**src/rtl/ahfp_add_sub.sv**
```systemverilog
// ahfp_add_sub: IEEE-754 binary32 adder, result = round_rne(dataa + datab),
// one register of latency. Denormal inputs are flushed to zero and
// underflowing results become signed zero; NaN results are the canonical
// quiet NaN 7FC00000.
module ahfp_add_sub (
  input  logic        clk,
  input  logic        reset,
  input  logic [31:0] dataa,
  input  logic [31:0] datab,
  output logic [31:0] result
);

  localparam logic [31:0] QNAN = 32'h7FC00000;

  // Leading-zero count of a 27-bit significand with guard/round/sticky.
  function automatic logic [4:0] lzc27(input logic [26:0] v);
    logic [4:0] n;
    logic       found;
    n     = 5'd0;
    found = 1'b0;
    for (int i = 26; i >= 0; i--) begin
      if (!found) begin
        if (v[i]) found = 1'b1;
        else      n = n + 5'd1;
      end
    end
    return n;
  endfunction

  // Round to nearest, ties to even. The input is {sig[23:0], g, r, s}.
  // Bit 24 of the return value is the rounding carry.
  function automatic logic [24:0] round_rne(input logic [26:0] m);
    logic up;
    up = m[2] & (m[1] | m[0] | m[3]);
    return {1'b0, m[26:3]} + {24'd0, up};
  endfunction

  // Stage p0: unpack and classify the operands.
  logic        sa_p0, sb_p0;
  logic [7:0]  ea_p0, eb_p0;
  logic [22:0] fa_p0, fb_p0;
  logic        nan_a_p0, nan_b_p0, inf_a_p0, inf_b_p0, zero_a_p0, zero_b_p0;

  assign sa_p0     = dataa[31];
  assign sb_p0     = datab[31];
  assign ea_p0     = dataa[30:23];
  assign eb_p0     = datab[30:23];
  assign fa_p0     = dataa[22:0];
  assign fb_p0     = datab[22:0];
  assign nan_a_p0  = (ea_p0 == 8'hFF) && (fa_p0 != 23'd0);
  assign nan_b_p0  = (eb_p0 == 8'hFF) && (fb_p0 != 23'd0);
  assign inf_a_p0  = (ea_p0 == 8'hFF) && (fa_p0 == 23'd0);
  assign inf_b_p0  = (eb_p0 == 8'hFF) && (fb_p0 == 23'd0);
  // Exponent zero covers both true zero and denormals (flushed).
  assign zero_a_p0 = (ea_p0 == 8'h00);
  assign zero_b_p0 = (eb_p0 == 8'h00);

  // Order by magnitude: exponent first, then fraction.
  logic        a_big_p0;
  logic        s_big_p0;
  logic [7:0]  e_big_p0, e_small_p0, ediff_p0;
  logic [22:0] f_big_p0, f_small_p0;
  logic        eff_sub_p0;

  assign a_big_p0   = {ea_p0, fa_p0} >= {eb_p0, fb_p0};
  assign s_big_p0   = a_big_p0 ? sa_p0 : sb_p0;
  assign e_big_p0   = a_big_p0 ? ea_p0 : eb_p0;
  assign e_small_p0 = a_big_p0 ? eb_p0 : ea_p0;
  assign f_big_p0   = a_big_p0 ? fa_p0 : fb_p0;
  assign f_small_p0 = a_big_p0 ? fb_p0 : fa_p0;
  assign ediff_p0   = e_big_p0 - e_small_p0;
  assign eff_sub_p0 = sa_p0 ^ sb_p0;

  // Alignment: the small significand is shifted into a 26-bit window
  // (24 significand bits + guard + round); whatever falls below that window
  // collapses into the sticky bit. Past 25 positions only sticky survives.
  logic [49:0] shifted_p0;
  logic [26:0] big_ext_p0, small_ext_p0;

  assign shifted_p0   = {1'b1, f_small_p0, 26'd0} >> ediff_p0;
  assign big_ext_p0   = {1'b1, f_big_p0, 3'b000};
  assign small_ext_p0 = (ediff_p0 >= 8'd26) ? 27'd1
                                            : {shifted_p0[49:24], |shifted_p0[23:0]};

  logic [27:0]        sum_p0;
  logic [26:0]        dif_p0;
  logic [26:0]        norm_p0;
  logic [4:0]         lz_p0;
  logic signed [9:0]  exp_n_p0;
  logic               cancel_p0;

  // Add or subtract the aligned significands and renormalize so bit 26 is the leading one.
  always_comb begin
    sum_p0    = {1'b0, big_ext_p0} + {1'b0, small_ext_p0};
    dif_p0    = big_ext_p0 - small_ext_p0;
    norm_p0   = 27'd0;
    lz_p0     = 5'd0;
    exp_n_p0  = 10'sd0;
    cancel_p0 = 1'b0;
    if (!eff_sub_p0) begin
      if (sum_p0[27]) begin
        norm_p0  = {sum_p0[27:2], sum_p0[1] | sum_p0[0]};
        exp_n_p0 = signed'({2'b00, e_big_p0}) + 10'sd1;
      end else begin
        norm_p0  = sum_p0[26:0];
        exp_n_p0 = signed'({2'b00, e_big_p0});
      end
    end else begin
      if (dif_p0 == 27'd0) begin
        cancel_p0 = 1'b1;
      end else begin
        lz_p0    = lzc27(dif_p0);
        norm_p0  = dif_p0 << lz_p0;
        exp_n_p0 = signed'({2'b00, e_big_p0}) - signed'({5'd0, lz_p0});
      end
    end
  end

  logic [24:0]       rnd_p0;
  logic [23:0]       mant_p0;
  logic signed [9:0] exp_r_p0;

  // Round, then absorb a rounding carry by bumping the exponent.
  always_comb begin
    rnd_p0 = round_rne(norm_p0);
    if (rnd_p0[24]) begin
      mant_p0  = rnd_p0[24:1];
      exp_r_p0 = exp_n_p0 + 10'sd1;
    end else begin
      mant_p0  = rnd_p0[23:0];
      exp_r_p0 = exp_n_p0;
    end
  end

  logic [31:0] next_p0;

  // Special-case priority ahead of the ordinary packed result.
  always_comb begin
    next_p0 = {s_big_p0, exp_r_p0[7:0], mant_p0[22:0]};
    if (nan_a_p0 || nan_b_p0)
      next_p0 = QNAN;
    else if (inf_a_p0 && inf_b_p0 && (sa_p0 != sb_p0))
      next_p0 = QNAN;
    else if (inf_a_p0)
      next_p0 = {sa_p0, 8'hFF, 23'd0};
    else if (inf_b_p0)
      next_p0 = {sb_p0, 8'hFF, 23'd0};
    else if (zero_a_p0 && zero_b_p0)
      next_p0 = {sa_p0 & sb_p0, 31'd0};
    else if (zero_a_p0)
      next_p0 = datab;
    else if (zero_b_p0)
      next_p0 = dataa;
    else if (cancel_p0)
      next_p0 = 32'h00000000;
    else if (exp_r_p0 >= 10'sd255)
      next_p0 = {s_big_p0, 8'hFF, 23'd0};
    else if (exp_r_p0 <= 10'sd0)
      next_p0 = {s_big_p0, 31'd0};
  end

  // Stage p1: output register, cleared asynchronously by reset.
  always_ff @(posedge clk or posedge reset) begin
    if (reset) result <= 32'h00000000;
    else       result <= next_p0;
  end

endmodule

```
**config.mk**
```make
export PLATFORM = sky130hd
export DESIGN_NAME = ahfp_add_sub
export DESIGN_NICKNAME = d
export VERILOG_FILES = /design/src/rtl/ahfp_add_sub.sv
export SDC_FILE = /design/constraint.sdc
export NUM_CORES = 1
export LEC_CHECK = 0
export CAP_MARGIN = 20
export CELL_PAD_IN_SITES_DETAIL_PLACEMENT = 2
export CELL_PAD_IN_SITES_GLOBAL_PLACEMENT = 2
export CORE_MARGIN = 2
export CORE_UTILIZATION = 38
export CTS_CLUSTER_DIAMETER = 60
export DETAILED_ROUTE_END_ITERATION = 6
export GPL_ROUTABILITY_DRIVEN = 0
export GPL_TIMING_DRIVEN = 0
export HOLD_SLACK_MARGIN = 0.05
export PLACE_DENSITY_LB_ADDON = 0.1
export SLEW_MARGIN = 20
export SYNTH_ARGS = -nofsm -noshare
export SYNTH_HDL_FRONTEND = slang
export SYNTH_SLANG_ARGS = --single-unit
```
**constraint.sdc**
```tcl
create_clock -name clk -period 2.9 [get_ports clk]
set_input_delay 0.87 -clock clk [delete_from_list [all_inputs] [get_ports clk]]
set_output_delay 0.87 -clock clk [all_outputs]
set_load 0.1 [all_outputs]
```
==> results of run 1 <==
==> through the flow <==
| stage | TNS (ns) | hold WS (ns) | utilization |
|---|---|---|---|
| after floorplan | -525.24 | 0.986 | - |
| after global placement | -683.08 | 1.54 | 0.439 |
| after detailed placement | -705.84 | 1.35 | 0.439 |
| after CTS | -573.04 | 0.885 | 0.491 |
==> cell families after synthesis <==
group / after synthesis
flip-flops: 32
multiplexers: 123
AND/OR/NAND/NOR: 1004
adder cells (fa/ha/maj): 120
buffers and inverters: 292
XOR/XNOR: 135
AO/OA/AOI/OAI: 871
==> cells in the mapped netlist (all sizes together) (12+ instances only) <==
master,n,area [um^2]
nor2b,22,138
o21bai,40,300
inv,128,480
nand2b,19,119
a31oi,27,175
clkbuf,86,323
or2,25,156
nor3,81,428
dfrtp,32,801
a21oi,226,1140
a221oi,12,105
o22ai,21,138
and2,42,263
o211ai,33,248
o221ai,17,149
mux2,41,465
buf,73,423
nor4,44,324
o21ai,185,933
o21a,24,181
o31ai,16,125
xnor2,94,838
a22oi,28,220
xor2,34,298
or3,33,206
nor2,242,916
and3,32,200
nand4,44,282
ha,112,1400
mux2i,77,771
nand3,93,465
o2111ai,20,210
nand2,281,1060
a2111oi,17,199
a211oi,43,333
a21o,37,278
==> routing by layer <==
layer / overflow / GRT usage
met1: 6 / 0.817
met5: 7 / 0.271
met3: 11 / 0.669
met4: 245 / 0.893
met2: 381 / 1.00
==> repair_timing <==
| action | 4_1_cts |
|---|---|
| endpoints found under the setup margin | 32 |
| cloned | 3 |
| buffers inserted | 133 |
| pin swaps | 149 |
| endpoints found under the hold margin | 0 |
| gates resized for setup | 604 |
==> impl_metrics.tcl, run 1 <==
set metrics [dict create \
    ys_ff_latch 32 \
    status "aborted with a tool error" \
    grt_max_degree 33 \
    error "[ERROR GRT-0232] Routing congestion too high. Check the congestion heatmap in the GUI." \
    htreeDepth 2 \
    async_reset_ff_frac 1.00 \
    cts-root-buf "clkbuf_16" \
    syn-num-nets 2757 \
    num_io_pins 98 \
    synth-edff-count 0 \
    synthSimpleGateAreaFrac 0.291 \
    synth_top_family_by_area "compound AO/OA/AOI/OAI gates" \
    avgSynthCellArea_um2 6.62 \
    cts_sinks 32 \
    grt_overflow_total 650 \
    cts.path.max_buffers 2 \
    initial_core_util 0.386 \
    grt_usage 0.832 \
    fp.dieH_um 216 \
    ctsHoldBuffers 0 \
    lastStage "5_1_grt" \
    cts_buffers 5 \
    place_area_mm2 0.0194 \
    synthesis.area_mm2 0.0171 \
    synthMuxAreaShare 0.0791 \
    seq_area_frac_synth 0.0470 \
    dieWidth_um 216 \
    grt-worst-endpoint "result[1]$_DFF_PP0_/D" \
    synth_cells 2577 \
    place_ws_ns -22.71 \
    synth_compound_gate_area_share 0.345 \
    dpl.cell_count 3266 \
    synth_ff_type "dfrtp_1" \
    synth-adder-area-share 0.0880 \
    ys_types 114 \
    dp_hpwl_um 79100 \
    worst-ep-kind "sequential cell input" \
    yosysWarnings 0 \
    synth-xor-area-share 0.0760 \
    rows 77 \
    numPortBuffers 97 \
]
==> inputs of run 2 (changes only) <==
==> config.mk (replaced) <==
export PLATFORM = sky130hd
export DESIGN_NAME = ahfp_add_sub
export DESIGN_NICKNAME = d
export VERILOG_FILES = /design/src/rtl/ahfp_add_sub.sv
export SDC_FILE = /design/constraint.sdc
export NUM_CORES = 1
export LEC_CHECK = 0
export CAP_MARGIN = 20
export CORE_MARGIN = 2
export CORE_UTILIZATION = 40
export DETAILED_ROUTE_END_ITERATION = 6
export GPL_ROUTABILITY_DRIVEN = 0
export GPL_TIMING_DRIVEN = 0
export PLACE_DENSITY_LB_ADDON = 0.15
export SLEW_MARGIN = 20
export SYNTH_ARGS = -nofsm -noshare
export SYNTH_HDL_FRONTEND = slang
export SYNTH_SLANG_ARGS = --single-unit
==> impl_metrics.tcl, run 2 <==
set metrics [dict create \
    status "finished, violations left" \
    violations "design-rule violations, negative setup slack" \
    endpoint_kind "flip-flop" \
    avgSynthCellArea_um2 6.62 \
    tightest_slew_ns 1.20 \
    internal-power_w 0.00644 \
    drt-pass1-iter-count 7 \
    irDropWorstVdd_uv 751 \
    p_seq_frac 0.045 \
    cts_sinks 32 \
    fin_crit_sh 7.25 \
    top_regs "result: 32 flops" \
    design_power_total_w 0.0157 \
    power_frac_clock 0.039 \
    vias 23100 \
    layout_common_cells "nand2_1 (257), buf_4 (242), nor2_1 (227)" \
    ys_types 114 \
    async_reset_ff_frac 1.00 \
    maxCapViolations 0 \
    swShare 0.589 \
    place_area_mm2 0.0193 \
    slowest_stage "or4_4" \
    largest_register_ffs 32 \
    synth_ff_type "dfrtp_1" \
    cts-root-buf "clkbuf_16" \
    grt_max_degree 33 \
    grt_overflow_total 0 \
    p_sw_w 0.00925 \
    num_io_pins 98 \
    yosys.area.top_type_share 0.0822 \
    drcViolationCount 34 \
    holdWs_ns 0.878 \
    dieArea_mm2 0.0443 \
    synthesis.area_mm2 0.0171 \
    final_layout_size_suffix_gt1_frac 0.286 \
    cts_buffers 5 \
    grt_usage 0.350 \
    postRouteAntennaNets 0 \
    ys_ff_latch 32 \
    hold_viol_final 0 \
    fp.coreArea_mm2 0.0420 \
    vias_per_cell 6.73 \
    final_area_mm2 0.0233 \
    rsz0062_at_grt "true" \
    combPwrFrac 0.916 \
    fillers 3997 \
    critPathLaunchType "primary input" \
    critPathMaxFanout 8 \
    power.leakage_nw 9.37 \
    synthTopCellsByArea "ha_1 (8.2%), a21oi_1 (6.6%), nand2_1 (6.2%)" \
    fp.dieH_um 210 \
    cp_slowest_stage_delay_ns 0.54 \
    drt_iter0_markers 3039 \
    ctsHoldBuffers 0 \
    initial_core_util 0.406 \
    p_per_area_mw_per_mm2 674 \
    cp.arrival_ns 21.23 \
    worst_slack_ns -18.13 \
    grt_pass1_wl_um 123000 \
    finalNetCount 3071 \
    clkTransAtPathRegs_ns 0.05 \
    mostFrequentLayoutCell "nand2_1" \
    critPathKind "primary input to flip-flop" \
    drv_slew 0 \
    cp.required_ns 3.10 \
    antenna_found_initial 3 \
    cts_tree "done" \
    antennaDiodeCount 0 \
    synth_cells 2577 \
    crit_top_cell "buf_4" \
    min_period_ns 21.03 \
    max_freq_ghz 0.0476 \
    synth_most_common_cell "nand2_1" \
    syn-num-nets 2757 \
    dieWidth_um 210 \
    dp_hpwl_um 62800 \
    regMostFlops "result" \
    setup_violations 32 \
    synth-edff-count 0 \
    htreeDepth 2 \
    yosysWarnings 0 \
    numPortBuffers 97 \
    min_path_type "primary input to flip-flop" \
    syn_to_final_growth_pct 36.5 \
    synth_top_area_cell "ha_1" \
    rows 75 \
    yosys-top-cells-count "nand2_1 (280), nor2_1 (241), a21oi_1 (225)" \
    seq_area_frac_synth 0.0470 \
    cts.path.max_buffers 2 \
    maxSlewHeadroom 0.193 \
    wl_um 83000 \
    grt_pass1_vias 21300 \
    wl_per_cell_um 24.2 \
]
## run 2: cell counts after synthesis
No cell type changed its count.
## run 2: through the flow
stage                     cells  setup WS (ns)   util  setup TNS (ns)
after floorplan            2577         -16.99      -         -525.24
after global placement     3213         -21.80  0.460         -674.92
after detailed placement   3213         -21.99  0.460         -680.08
after CTS                  3358         -17.99  0.514         -561.37
after global routing       3431         -18.80  0.554         -585.98
final                      3431         -18.13  0.554         -564.78
## run 2: per-layer routing
metal	part of all wire	global-route usage
met5	0.00037	0
met3	0.10	0.0587
met1	0.38	0.436
met4	0.071	0.191
met2	0.45	0.575
## run 2: worst paths after layout
path / cells past startpoint / slack (ns) / end / startpoint
max: 118 / -18.13 / result[1] / dataa[14]
min: 3 / 0.88 / result[26] / datab[26]
max in group asynchronous: 2 / 1.45 / result[22] / reset
min in group asynchronous: 2 / 1.01 / result[2] / reset
## run 2: kinds of logic after synthesis
| family | after synthesis | share of synthesized area |
|---|---|---|
| flip-flops | 32 | 0.0470 |
| AO/OA/AOI/OAI | 871 | 0.345 |
| XOR/XNOR | 135 | 0.0760 |
| multiplexers | 123 | 0.0791 |
| adder cells (fa/ha/maj) | 120 | 0.0880 |
| AND/OR/NAND/NOR | 1004 | 0.291 |
| buffers and inverters | 292 | 0.0739 |
## run 2: worst max-delay path, delay by kind of cell
family                     cells  cell delay, ns
adders and majority gates     12            2.80
muxes                          6            1.41
xor gates and xnor gates       6            1.21
buffers and inverters         30            4.06
and+or+nand+nor               25            3.95
AOI/OAI and AO/OA             39            6.87
## run 2: cell type report
cell class,instances,area (um^2),share of cell area
repair buffers,328,2720,0.117
inverters,130,566,0.0243
clock buffers,5,125,0.00538
well taps,539,674,0.0290
multi-input cells,2253,17400,0.748
flip-flops and latches,32,801,0.0344
clock inverters,3,42.5,0.00183
plain buffers,141,938,0.0403
## run 2: power groups by stage
stage | Combinational [W] | Clock, W | Sequential [W]
final | 0.0144 | 0.000605 | 0.000710
after global placement | 0.0110 | 0 | 0.000721
after detailed placement | 0.0111 | 0 | 0.000720
after CTS | 0.0127 | 0.000613 | 0.000713
after floorplan | 0.00658 | 0 | 0.00211
after global routing | 0.0150 | 0.000638 | 0.000727
## run 2: repair_timing
| action | CTS | global route |
|---|---|---|
| endpoints found under the setup margin | 32 | 32 |
| setup buffers | 148 | 81 |
| resized for setup | 558 | 259 |
| gates cloned | 2 | 1 |
| pin swaps | 156 | 181 |
No activity file was read; power rests on OpenSTA's default activity.
